[src/rtl/score_digits_gen_if.sv]
// Handshake/display bundle between game logic, score_digits_gen and the 7-segment stage.
interface score_digits_gen_if #(
    parameter int ADD_W = 8
);
    logic             add_req;
    logic [ADD_W-1:0] add_pts;
    logic             score_clr;
    logic             show_hi;
    logic             busy;
    logic             sat;
    logic [4:0]       hex1, hex2, hex3, hex4, hex5, hex6;

    modport master (
        output add_req, add_pts, score_clr, show_hi,
        input  busy, sat, hex1, hex2, hex3, hex4, hex5, hex6
    );
    modport slave (
        input  add_req, add_pts, score_clr, show_hi,
        output busy, sat, hex1, hex2, hex3, hex4, hex5, hex6
    );
endinterface

[src/rtl/score_digits_gen.sv]
// 3-digit BCD score counter that counts awarded points in one per clock and emits glyph codes.
// Optional high-score register and view enabled by SCORE_HISCORE_EN.
module score_digits_gen #(
    parameter int ADD_W     = 8,
    parameter int PLAYER_ID = 1,
    parameter int MAX_SCORE = 999
) (
    input logic              clk,
    input logic              resetN,
    score_digits_gen_if.slave bus
);
    localparam int PW = ADD_W + 2;
    localparam logic [3:0] MAX_D2 = 4'(MAX_SCORE / 100);
    localparam logic [3:0] MAX_D1 = 4'((MAX_SCORE / 10) % 10);
    localparam logic [3:0] MAX_D0 = 4'(MAX_SCORE % 10);

    typedef enum logic {IDLE, COUNT} state_t;

    state_t        state_q, state_d;
    logic [PW-1:0] pending_q, pending_d;
    logic [3:0]    d0_q, d0_d, d1_q, d1_d, d2_q, d2_d;
    logic          sat_q, sat_d;
    logic          at_max;
    logic [PW:0]   pend_sum;

    always_comb begin
        state_d   = state_q;
        pending_d = pending_q;
        d0_d      = d0_q;
        d1_d      = d1_q;
        d2_d      = d2_q;
        sat_d     = sat_q;
        at_max    = ({d2_q, d1_q, d0_q} == {MAX_D2, MAX_D1, MAX_D0});
        pend_sum  = {1'b0, pending_q} - (PW+1)'(1) + {{(PW+1-ADD_W){1'b0}}, bus.add_pts};

        if (bus.score_clr) begin
            state_d   = IDLE;
            pending_d = '0;
            d0_d      = '0;
            d1_d      = '0;
            d2_d      = '0;
            sat_d     = 1'b0;
        end else begin
            case (state_q)
                IDLE: begin
                    if (bus.add_req && bus.add_pts != '0 && !sat_q) begin
                        pending_d = {2'b00, bus.add_pts};
                        state_d   = COUNT;
                    end
                end
                COUNT: begin
                    // At the ceiling the pending increment is dropped rather than wrapping.
                    if (at_max) begin
                        sat_d     = 1'b1;
                        pending_d = '0;
                        state_d   = IDLE;
                    end else begin
                        if (d0_q == 4'd9) begin
                            d0_d = 4'd0;
                            if (d1_q == 4'd9) begin
                                d1_d = 4'd0;
                                d2_d = d2_q + 4'd1;
                            end else begin
                                d1_d = d1_q + 4'd1;
                            end
                        end else begin
                            d0_d = d0_q + 4'd1;
                        end
                        if (bus.add_req)
                            pending_d = pend_sum[PW] ? '1 : pend_sum[PW-1:0];
                        else
                            pending_d = pending_q - PW'(1);
                        if (pending_d == '0)
                            state_d = IDLE;
                    end
                end
                default: state_d = IDLE;
            endcase
        end
    end

    always_ff @(posedge clk or negedge resetN) begin
        if (!resetN) begin
            state_q   <= IDLE;
            pending_q <= '0;
            d0_q      <= '0;
            d1_q      <= '0;
            d2_q      <= '0;
            sat_q     <= 1'b0;
        end else begin
            state_q   <= state_d;
            pending_q <= pending_d;
            d0_q      <= d0_d;
            d1_q      <= d1_d;
            d2_q      <= d2_d;
            sat_q     <= sat_d;
        end
    end

    assign bus.busy = (state_q == COUNT);
    assign bus.sat  = sat_q;
    assign bus.hex4 = 5'd17;
    assign bus.hex6 = 5'd16;

`ifdef SCORE_HISCORE_EN
    logic [3:0] h0_q, h0_d, h1_q, h1_d, h2_q, h2_d;

    // Packed BCD compares correctly as plain binary, digit by digit.
    always_comb begin
        {h2_d, h1_d, h0_d} = {h2_q, h1_q, h0_q};
        if ({d2_q, d1_q, d0_q} > {h2_q, h1_q, h0_q})
            {h2_d, h1_d, h0_d} = {d2_q, d1_q, d0_q};
    end

    always_ff @(posedge clk or negedge resetN) begin
        if (!resetN) begin
            h0_q <= '0;
            h1_q <= '0;
            h2_q <= '0;
        end else begin
            h0_q <= h0_d;
            h1_q <= h1_d;
            h2_q <= h2_d;
        end
    end

    assign bus.hex1 = {1'b0, bus.show_hi ? h0_q : d0_q};
    assign bus.hex2 = {1'b0, bus.show_hi ? h1_q : d1_q};
    assign bus.hex3 = {1'b0, bus.show_hi ? h2_q : d2_q};
    assign bus.hex5 = bus.show_hi ? 5'd0 : 5'(PLAYER_ID);
`else
    logic unused_show_hi;
    assign unused_show_hi = bus.show_hi;
    assign bus.hex1 = {1'b0, d0_q};
    assign bus.hex2 = {1'b0, d1_q};
    assign bus.hex3 = {1'b0, d2_q};
    assign bus.hex5 = 5'(PLAYER_ID);
`endif
endmodule

[src/flat_wrapper.sv]
// flat-port wrapper written by rule: the top's interface ports become plain ports
module score_digits_gen_flat 
#(
    parameter int ADD_W     = 8,
    parameter int PLAYER_ID = 1,
    parameter int MAX_SCORE = 999
)
  (clk, resetN, bus_add_req, bus_add_pts, bus_score_clr, bus_show_hi, bus_busy, bus_sat, bus_hex1, bus_hex2, bus_hex3, bus_hex4, bus_hex5, bus_hex6);
  score_digits_gen_if #(.ADD_W(ADD_W)) bus_i ();
  input logic clk;
  input logic resetN;
  input wire logic [$bits(bus_i.add_req)-1:0] bus_add_req;
  input wire logic [$bits(bus_i.add_pts)-1:0] bus_add_pts;
  input wire logic [$bits(bus_i.score_clr)-1:0] bus_score_clr;
  input wire logic [$bits(bus_i.show_hi)-1:0] bus_show_hi;
  output wire logic [$bits(bus_i.busy)-1:0] bus_busy;
  output wire logic [$bits(bus_i.sat)-1:0] bus_sat;
  output wire logic [$bits(bus_i.hex1)-1:0] bus_hex1;
  output wire logic [$bits(bus_i.hex2)-1:0] bus_hex2;
  output wire logic [$bits(bus_i.hex3)-1:0] bus_hex3;
  output wire logic [$bits(bus_i.hex4)-1:0] bus_hex4;
  output wire logic [$bits(bus_i.hex5)-1:0] bus_hex5;
  output wire logic [$bits(bus_i.hex6)-1:0] bus_hex6;
  assign bus_i.add_req = bus_add_req;
  assign bus_i.add_pts = bus_add_pts;
  assign bus_i.score_clr = bus_score_clr;
  assign bus_i.show_hi = bus_show_hi;
  assign bus_busy = bus_i.busy;
  assign bus_sat = bus_i.sat;
  assign bus_hex1 = bus_i.hex1;
  assign bus_hex2 = bus_i.hex2;
  assign bus_hex3 = bus_i.hex3;
  assign bus_hex4 = bus_i.hex4;
  assign bus_hex5 = bus_i.hex5;
  assign bus_hex6 = bus_i.hex6;
  score_digits_gen #(.ADD_W(ADD_W), .PLAYER_ID(PLAYER_ID), .MAX_SCORE(MAX_SCORE)) u_core (.clk(clk), .resetN(resetN), .bus(bus_i));
endmodule
[config.mk]
export PLATFORM = sky130hd
export DESIGN_NAME = score_digits_gen_flat
export DESIGN_NICKNAME = d
export VERILOG_FILES = /design/src/rtl/score_digits_gen_if.sv /design/src/rtl/score_digits_gen.sv /design/src/flat_wrapper.sv
export SDC_FILE = /design/constraint.sdc
export NUM_CORES = 1
export LEC_CHECK = 0
export ABC_AREA = 1
export ABC_CLOCK_PERIOD_IN_PS = 2800
export BUFFER_PORTS_ARGS = -buffer_cell sky130_fd_sc_hd__clkbuf_2
export CAP_MARGIN = 40
export CORE_UTILIZATION = 47
export CTS_CLUSTER_SIZE = 8
export DETAILED_ROUTE_END_ITERATION = 8
export PLACE_DENSITY_LB_ADDON = 0.15
export SLEW_MARGIN = 20
export SYNTH_ARGS = -nofsm -noshare
export SYNTH_HDL_FRONTEND = slang
export SYNTH_SLANG_ARGS = --single-unit
[constraint.sdc]
create_clock -name clk -period 2.8 [get_ports clk]
set_input_delay 0.42 -clock clk [delete_from_list [all_inputs] [get_ports clk]]
set_output_delay 0.42 -clock clk [all_outputs]
set_load 0.05 [all_outputs]
== Yosys cells after proc, flatten, opt, wreduce, memory -nomap -nowiden ==
Index checks and enable logic that the tools add are counted.
Word-level totals
  register bits: 24
  input port bits: 13
  output and inout port bits: 32
Cells by class
  add/sub/neg operators: 6
  equal/unequal tests: 5
  multiplexer cells: 31
  bitwise logic cells: 1
  reductions and logical operators: 13
Operators with widths (count)
  2-to-1 mux 10 bit: 8
  2-to-1 mux 4 bit: 14
  one-hot mux 10 bit (2 select lines): 1
  adder 4 x 1 -> 4 bit (second input constant): 3
  equality test 12 bit (second input constant): 1
  adder 11 x 8 -> 11 bit: 1
  subtractor 10 x 1 -> 11 bit (second input constant): 1
  zero test 10 bit: 1
  subtractor 10 x 1 -> 10 bit (second input constant): 1
  equality test 4 bit (second input constant): 2
  nonzero test 2 bit: 4
  nonzero test 8 bit: 1
  2-to-1 mux 1 bit: 7
  AND reduction 2 bit: 2
  AND reduction 4 bit: 1
  != test 3 x 2 -> 1 bit (second input constant): 1
  AND reduction 3 bit: 1
  logical AND 1 bit: 2
  != test 2 bit (second input constant): 1
  one-hot mux 1 bit (2 select lines): 1
  zero test 1 bit: 1
  inverter 1 bit: 1

== Longest topological paths before layout ==
  depth in word-level cells: 12
  gate-level depth with buffers: 19
  depth with buffers taken out: 19

== Worst setup path after synthesis ==
OpenSTA, ideal clock, no wires.
  path type: input -> register
  from: in bus_add_pts[1]
  to: reg u_core.state_q, in the netlist u_core.bus.busy
  setup time: 0.119 ns
  arrival: 2.159 ns
  required time: 2.681 ns
  path slack: 0.522 ns
  cell stages on the path: 17
  buffers on the path: 0
  cell sequence: inv_1 > ha_1 > inv_1 > ha_1 > fa_1 > nand3_1 > nand2_1 > nand2_1 > nand2_1 > xnor2_1 > nand3_1 > nand2_1 > nand2_1 > nor2_1 > nand2_1 > nand2_1 > nand2_1
Between the ends
  word-level cells in the longest chain between the ends: 11
  elaborated cells between the ends (all ways): 15
RTL lines
  start, declared: RTL line flat_wrapper.sv:13  | input wire logic [$bits(bus_i.add_pts)-1:0] bus_add_pts;
  adder 11 x 8 -> 11 bit: RTL line score_digits_gen.sv:34  | pend_sum = {1'b0, pending_q} - (PW+1)'(1) + {{(PW+1-ADD_W){1'b0}}, bus.add_pts};
  2-to-1 mux 10 bit: RTL line score_digits_gen.sv:70  | pending_d = pend_sum[PW] ? '1 : pend_sum[PW-1:0];
  2-to-1 mux 10 bit: RTL line score_digits_gen.sv:69  | if (bus.add_req)
  2-to-1 mux 10 bit: RTL line score_digits_gen.sv:53  | if (at_max) begin
  2-to-1 mux 10 bit: RTL line score_digits_gen.sv:44  | case (state_q)
  2-to-1 mux 10 bit: RTL line score_digits_gen.sv:36  | if (bus.score_clr) begin
  zero test 10 bit: RTL line score_digits_gen.sv:73  | if (pending_d == '0)
  2-to-1 mux 1 bit: RTL line score_digits_gen.sv:73
  2-to-1 mux 1 bit: RTL line score_digits_gen.sv:53
  one-hot mux 1 bit (2 select lines) (*): RTL line score_digits_gen.sv:44
  2-to-1 mux 1 bit (*): RTL line score_digits_gen.sv:36
  named net u_core.state_d: RTL line score_digits_gen.sv:19  | state_t state_q, state_d;
  end signal, assigned: RTL line score_digits_gen.sv:91  | state_q <= state_d;
  end, declared: RTL line score_digits_gen.sv:19
Mark *: on every way through the listed nets, which the timed path passes. The rest lies on a longest branch. The select of a mux whose other input is x is not followed.
A chain may end at the register's enable or synchronous reset.

== Worst setup path after layout ==
  from: reg u_core.pending_q[4]
  to: reg u_core.state_q, in the netlist u_core.bus.busy
Between the ends
  word-level cells in the longest chain between the ends: 12
  elaborated cells between the ends (all ways): 13
RTL lines
  start, declared: RTL line score_digits_gen.sv:20  | logic [PW-1:0] pending_q, pending_d;
  start signal, assigned: RTL line score_digits_gen.sv:92  | pending_q <= pending_d;
  subtractor 10 x 1 -> 11 bit: RTL line score_digits_gen.sv:34
  adder 11 x 8 -> 11 bit: RTL line score_digits_gen.sv:34
  2-to-1 mux 10 bit: RTL line score_digits_gen.sv:70
  2-to-1 mux 10 bit (*): RTL line score_digits_gen.sv:69
  2-to-1 mux 10 bit (*): RTL line score_digits_gen.sv:53
  2-to-1 mux 10 bit (*): RTL line score_digits_gen.sv:44
  2-to-1 mux 10 bit (*): RTL line score_digits_gen.sv:36
  zero test 10 bit (*): RTL line score_digits_gen.sv:73
  2-to-1 mux 1 bit (*): RTL line score_digits_gen.sv:73
  2-to-1 mux 1 bit (*): RTL line score_digits_gen.sv:53
  one-hot mux 1 bit (2 select lines) (*): RTL line score_digits_gen.sv:44
  2-to-1 mux 1 bit (*): RTL line score_digits_gen.sv:36
  named net u_core.state_d: RTL line score_digits_gen.sv:19
Marked as above.

==> qor.txt <==
====================================================================================
Run status ............................................................ finished clean
Startpoint of the most critical setup path ............................ u_core.pending_q[4]$_DFFE_PN0P_
Routed length per placed instance .....................................      11.5 um
Worst setup slack for register-to-register paths ......................       290 ps
GR met2 Demand/Resource ...............................................        30.4%
Die footprint .........................................................   5200 sq um
Power Density .........................................................  927 nW/um^2
Inserted Diodes .......................................................            0
Max-slew violation count ..............................................            0
Syn Area/Cell .........................................................   6.92 sq um
Number of nets in the final layout ....................................          395
Post-route setup slack ................................................       292 ps
Count of cells resized by post-cts repair .............................            0
Global-route track usage on met3 ......................................        4.58%
Worst R2R Path Depth ..................................................           18
Initial core utilization ..............................................        49.0%
Share of post-route cells with drive strength above 1 .................        11.5%
Total count of hold-check failures in the final report ................            0
RSZ-0062 raised after global routing ..................................           no
Leakage ...............................................................      1.32 nW
Relative max-transition margin ........................................        59.4%
Cells after DPL .......................................................          419
CTS Sinks .............................................................           24
Crit path buffers/inverters ...........................................            3
Floorplan row count ...................................................           25
Total number of H-tree levels .........................................            1
Reg clk slew, reported paths ..........................................        80 ps
Top FF cell, synth .................................................... sky130_fd_sc_hd__dfrtp_1
Largest net degree at the start of global routing .....................           25
Series of cell instances along the critical path ...................... inv_1 > ha_1 > inv_1 > ha_1 > nand2_1 > inv_1 > nand2_1 > nand2_1 > nand2_1 > nand4_1 > nand2_4 > nand3_1 > nand2_1 > nand2_1 > nor2_1 > nand2_1 > nand2_1 > nand2_1
Number of top-level pins ..............................................           45
Floorplan die height ..................................................      72.1 um
Number of flip-flops and latches in the synthesized netlist ...........           24
Achievable clock frequency ............................................      399 MHz
Total routed wirelength ...............................................      4870 um
# port buffers ........................................................           25
All-Layer GR Usage ....................................................        19.8%
Worst Setup Start Kind ................................................     register
Kind of end point of the critical path ................................     register
Number of nets with antenna violations after routing ..................            0
Hold Worst Slack ......................................................       146 ps
Worst vdd ir ..........................................................     0.415 mV
Via count of the routed design ........................................         2069
Crit-path slowest cell ................................................ sky130_fd_sc_hd__dfrtp_1
DRC Markers ...........................................................            0
Startpoint-to-endpoint class of the critical path ..................... register to register
Routability-driven placement congestion ratio .........................        0.862
Number of instances in the synthesized netlist ........................          334
Biggest cell delay along the critical path ............................       410 ps
Last element of the critical path ..................................... u_core.bus.busy$_DFF_PN0_
Number of clock buffers inserted by TritonCTS .........................            3
Max Fanout on Critical Path ...........................................           10
Maximum Capacitance Violations ........................................            0
DR pass1 iterations ...................................................            4
Number of buffers inserted for hold repair after clock tree synthesis .            0
Portion of synthesized cell area occupied by the leading cell type ....        26.0%
Post-route minimum period .............................................      2510 ps
Drt first-iter violations .............................................          124
Initial antenna violation count .......................................            0
Worst path top cell family by delay ................................... simple AND/OR/NAND/NOR gates
Placement-stage worst setup slack .....................................       200 ps
Clock root buffer master .............................................. sky130_fd_sc_hd__clkbuf_8
Number of setup buffers added after CTS ...............................            0
Data arrival time of the critical path ................................      2670 ps
Worst hold path class ................................................. input pin to asynchronous set/reset pin
Via count of the first global-routing pass ............................         1781
Number of flops mapped to enable cells by yosys .......................            0
Global route total overflow ...........................................            0
Async set or reset register ratio after synthesis .....................         100%
Die boundary width ....................................................      72.1 um
HPWL after detailed placement .........................................      3860 um
Yosys Warn Count ......................................................            0
Commonest cells after routing, fill and taps aside .................... 72 x sky130_fd_sc_hd__nand2_1, 55 x sky130_fd_sc_hd__inv_1, 25 x sky130_fd_sc_hd__nor2_1, 25 x sky130_fd_sc_hd__o21ai_0, 25 x sky130_fd_sc_hd__clkbuf_2
Setup clock skew after layout .........................................      1.70 ps
Mean number of vias per cell ..........................................         4.90
Synth unique cells ....................................................           34
Measured slew at the worst slew-check pin .............................       609 ps
Worst R2R Start ....................................................... u_core.pending_q[4]$_DFFE_PN0P_
Global-route layer with the greatest usage ............................         met2
Max clock buf depth ...................................................            2
Post-route non-filler standard cell count .............................          422
Cell Area, Synth ......................................................   2310 sq um
Most prevalent standard cell on the critical path ..................... sky130_fd_sc_hd__nand2_1
Area of the core region ...............................................   4720 sq um
Clock network latency to the later pin of the worst-skew pair .........       270 ps
Finish-stage setup viols ..............................................            0
Number of logic stages on the critical path including buffering .......           18
Commonest non-fill, non-tap cell in the layout ........................ sky130_fd_sc_hd__nand2_1
Count of fill cells added during filler insertion .....................          517
R2R Path End .......................................................... u_core.bus.busy$_DFF_PN0_
Final critical-path share of the clock period .........................        89.6%
Fin util ..............................................................        52.1%
Cells taking the most area after synthesis ............................ sky130_fd_sc_hd__dfrtp_1 26%, sky130_fd_sc_hd__ha_1 13%, sky130_fd_sc_hd__nand2_1 12%, sky130_fd_sc_hd__inv_1 8.9%, sky130_fd_sc_hd__buf_4 6.2%
Leading area contributor after synthesis .............................. sky130_fd_sc_hd__dfrtp_1
Area Overhead vs Synth ................................................        6.49%
Met1 global-route usage ...............................................        29.5%
Final total negative setup slack ......................................         0 ps
Sequential-to-total area share from yosys stat ........................        26.0%
TritonCTS clock tree ..................................................         done
First-pass GRT wire length ............................................      8160 um
Required time worst endpoint ..........................................      2960 ps
====================================================================================
## power by group
group | internal [mW] | switching (mW) | leakage (nW)
Combinational | 0.535 | 1.02 | 0.974
Clock | 0.0963 | 0.109 | 0.0216
Sequential | 0.426 | 0.101 | 0.321
Total | 1.06 | 1.23 | 1.32
## registers in the layout, indices dropped and copies added (netlist names)
| name | count |
|---|---|
| u_core.pending_q | 10 |
| u_core.d0_q | 4 |
| u_core.d1_q | 4 |
| u_core.d2_q | 4 |
| u_core.bus.busy | 1 |
| u_core.bus.sat | 1 |
## final cells by class
class	count	area [sq um]	area share [%]
clock buffers	3	41.3	1.68
inverters	57	214	8.69
multi-input cells	246	1400	56.8
flip-flops and latches	24	601	24.4
well taps	67	83.8	3.40
repair buffers	25	125	5.08
## kinds of logic (layout without fill, tap and decap cells)
family | after synthesis | after routing | synth area share [%]
AOI/OAI and AO/OA | 53 | 53 | 13.0
and+or+nand+nor | 143 | 143 | 28.0
other | 2 | 18 | 0.325
xor gates and xnor gates | 7 | 7 | 2.65
buffers and inverters | 80 | 85 | 16.2
DFF | 24 | 24 | 26.0
adders and majority gates | 25 | 25 | 13.9
## how the worst min path moves through the flow
stage / slack, ps / endpoint / startpoint / cells after the start
after detailed placement: 460 / u_core.d2_q[1]$_DFFE_PN0P_ / resetN / 1
after floorplan: 120 / u_core.bus.busy$_DFF_PN0_ / resetN / 0
after CTS: 160 / u_core.pending_q[4]$_DFFE_PN0P_ / resetN / 1
final: 150 / u_core.d2_q[1]$_DFFE_PN0P_ / resetN / 1
after global routing: 190 / u_core.d2_q[1]$_DFFE_PN0P_ / resetN / 1
after global placement: 460 / u_core.d2_q[0]$_DFFE_PN0P_ / resetN / 1
## per-stage QoR
stage / total power [mW] / area, sq um
after floorplan: 1.78 / 2370
after global placement: 2.06 / 2420
after detailed placement: 2.07 / 2420
after CTS: 2.28 / 2460
after global routing: 2.54 / 2460
final: 2.28 / 2460
## synthesized netlist by cell type, types with 3 or more instances
cell                      instances
sky130_fd_sc_hd__nand2_1         72
sky130_fd_sc_hd__dfrtp_1         24
sky130_fd_sc_hd__nor2_1          25
sky130_fd_sc_hd__xor2_1           3
sky130_fd_sc_hd__o22ai_1          9
sky130_fd_sc_hd__inv_1           55
sky130_fd_sc_hd__xnor2_1          4
sky130_fd_sc_hd__nor3_1           3
sky130_fd_sc_hd__buf_4           19
sky130_fd_sc_hd__o21ai_0         25
sky130_fd_sc_hd__ha_1            24
sky130_fd_sc_hd__nor2_4           4
sky130_fd_sc_hd__nand3_1         24
sky130_fd_sc_hd__nand4_1          4
sky130_fd_sc_hd__a21oi_1         11
## metal layers
metal | vias to the layer above | part of all wire (%)
li1 | 1074 | -
met1 | 946 | 51
met2 | 46 | 44
met3 | 3 | 4.7
met4 | 0 | 0.23
met5 | - | 0
No activity file was read; power rests on OpenSTA's default activity.
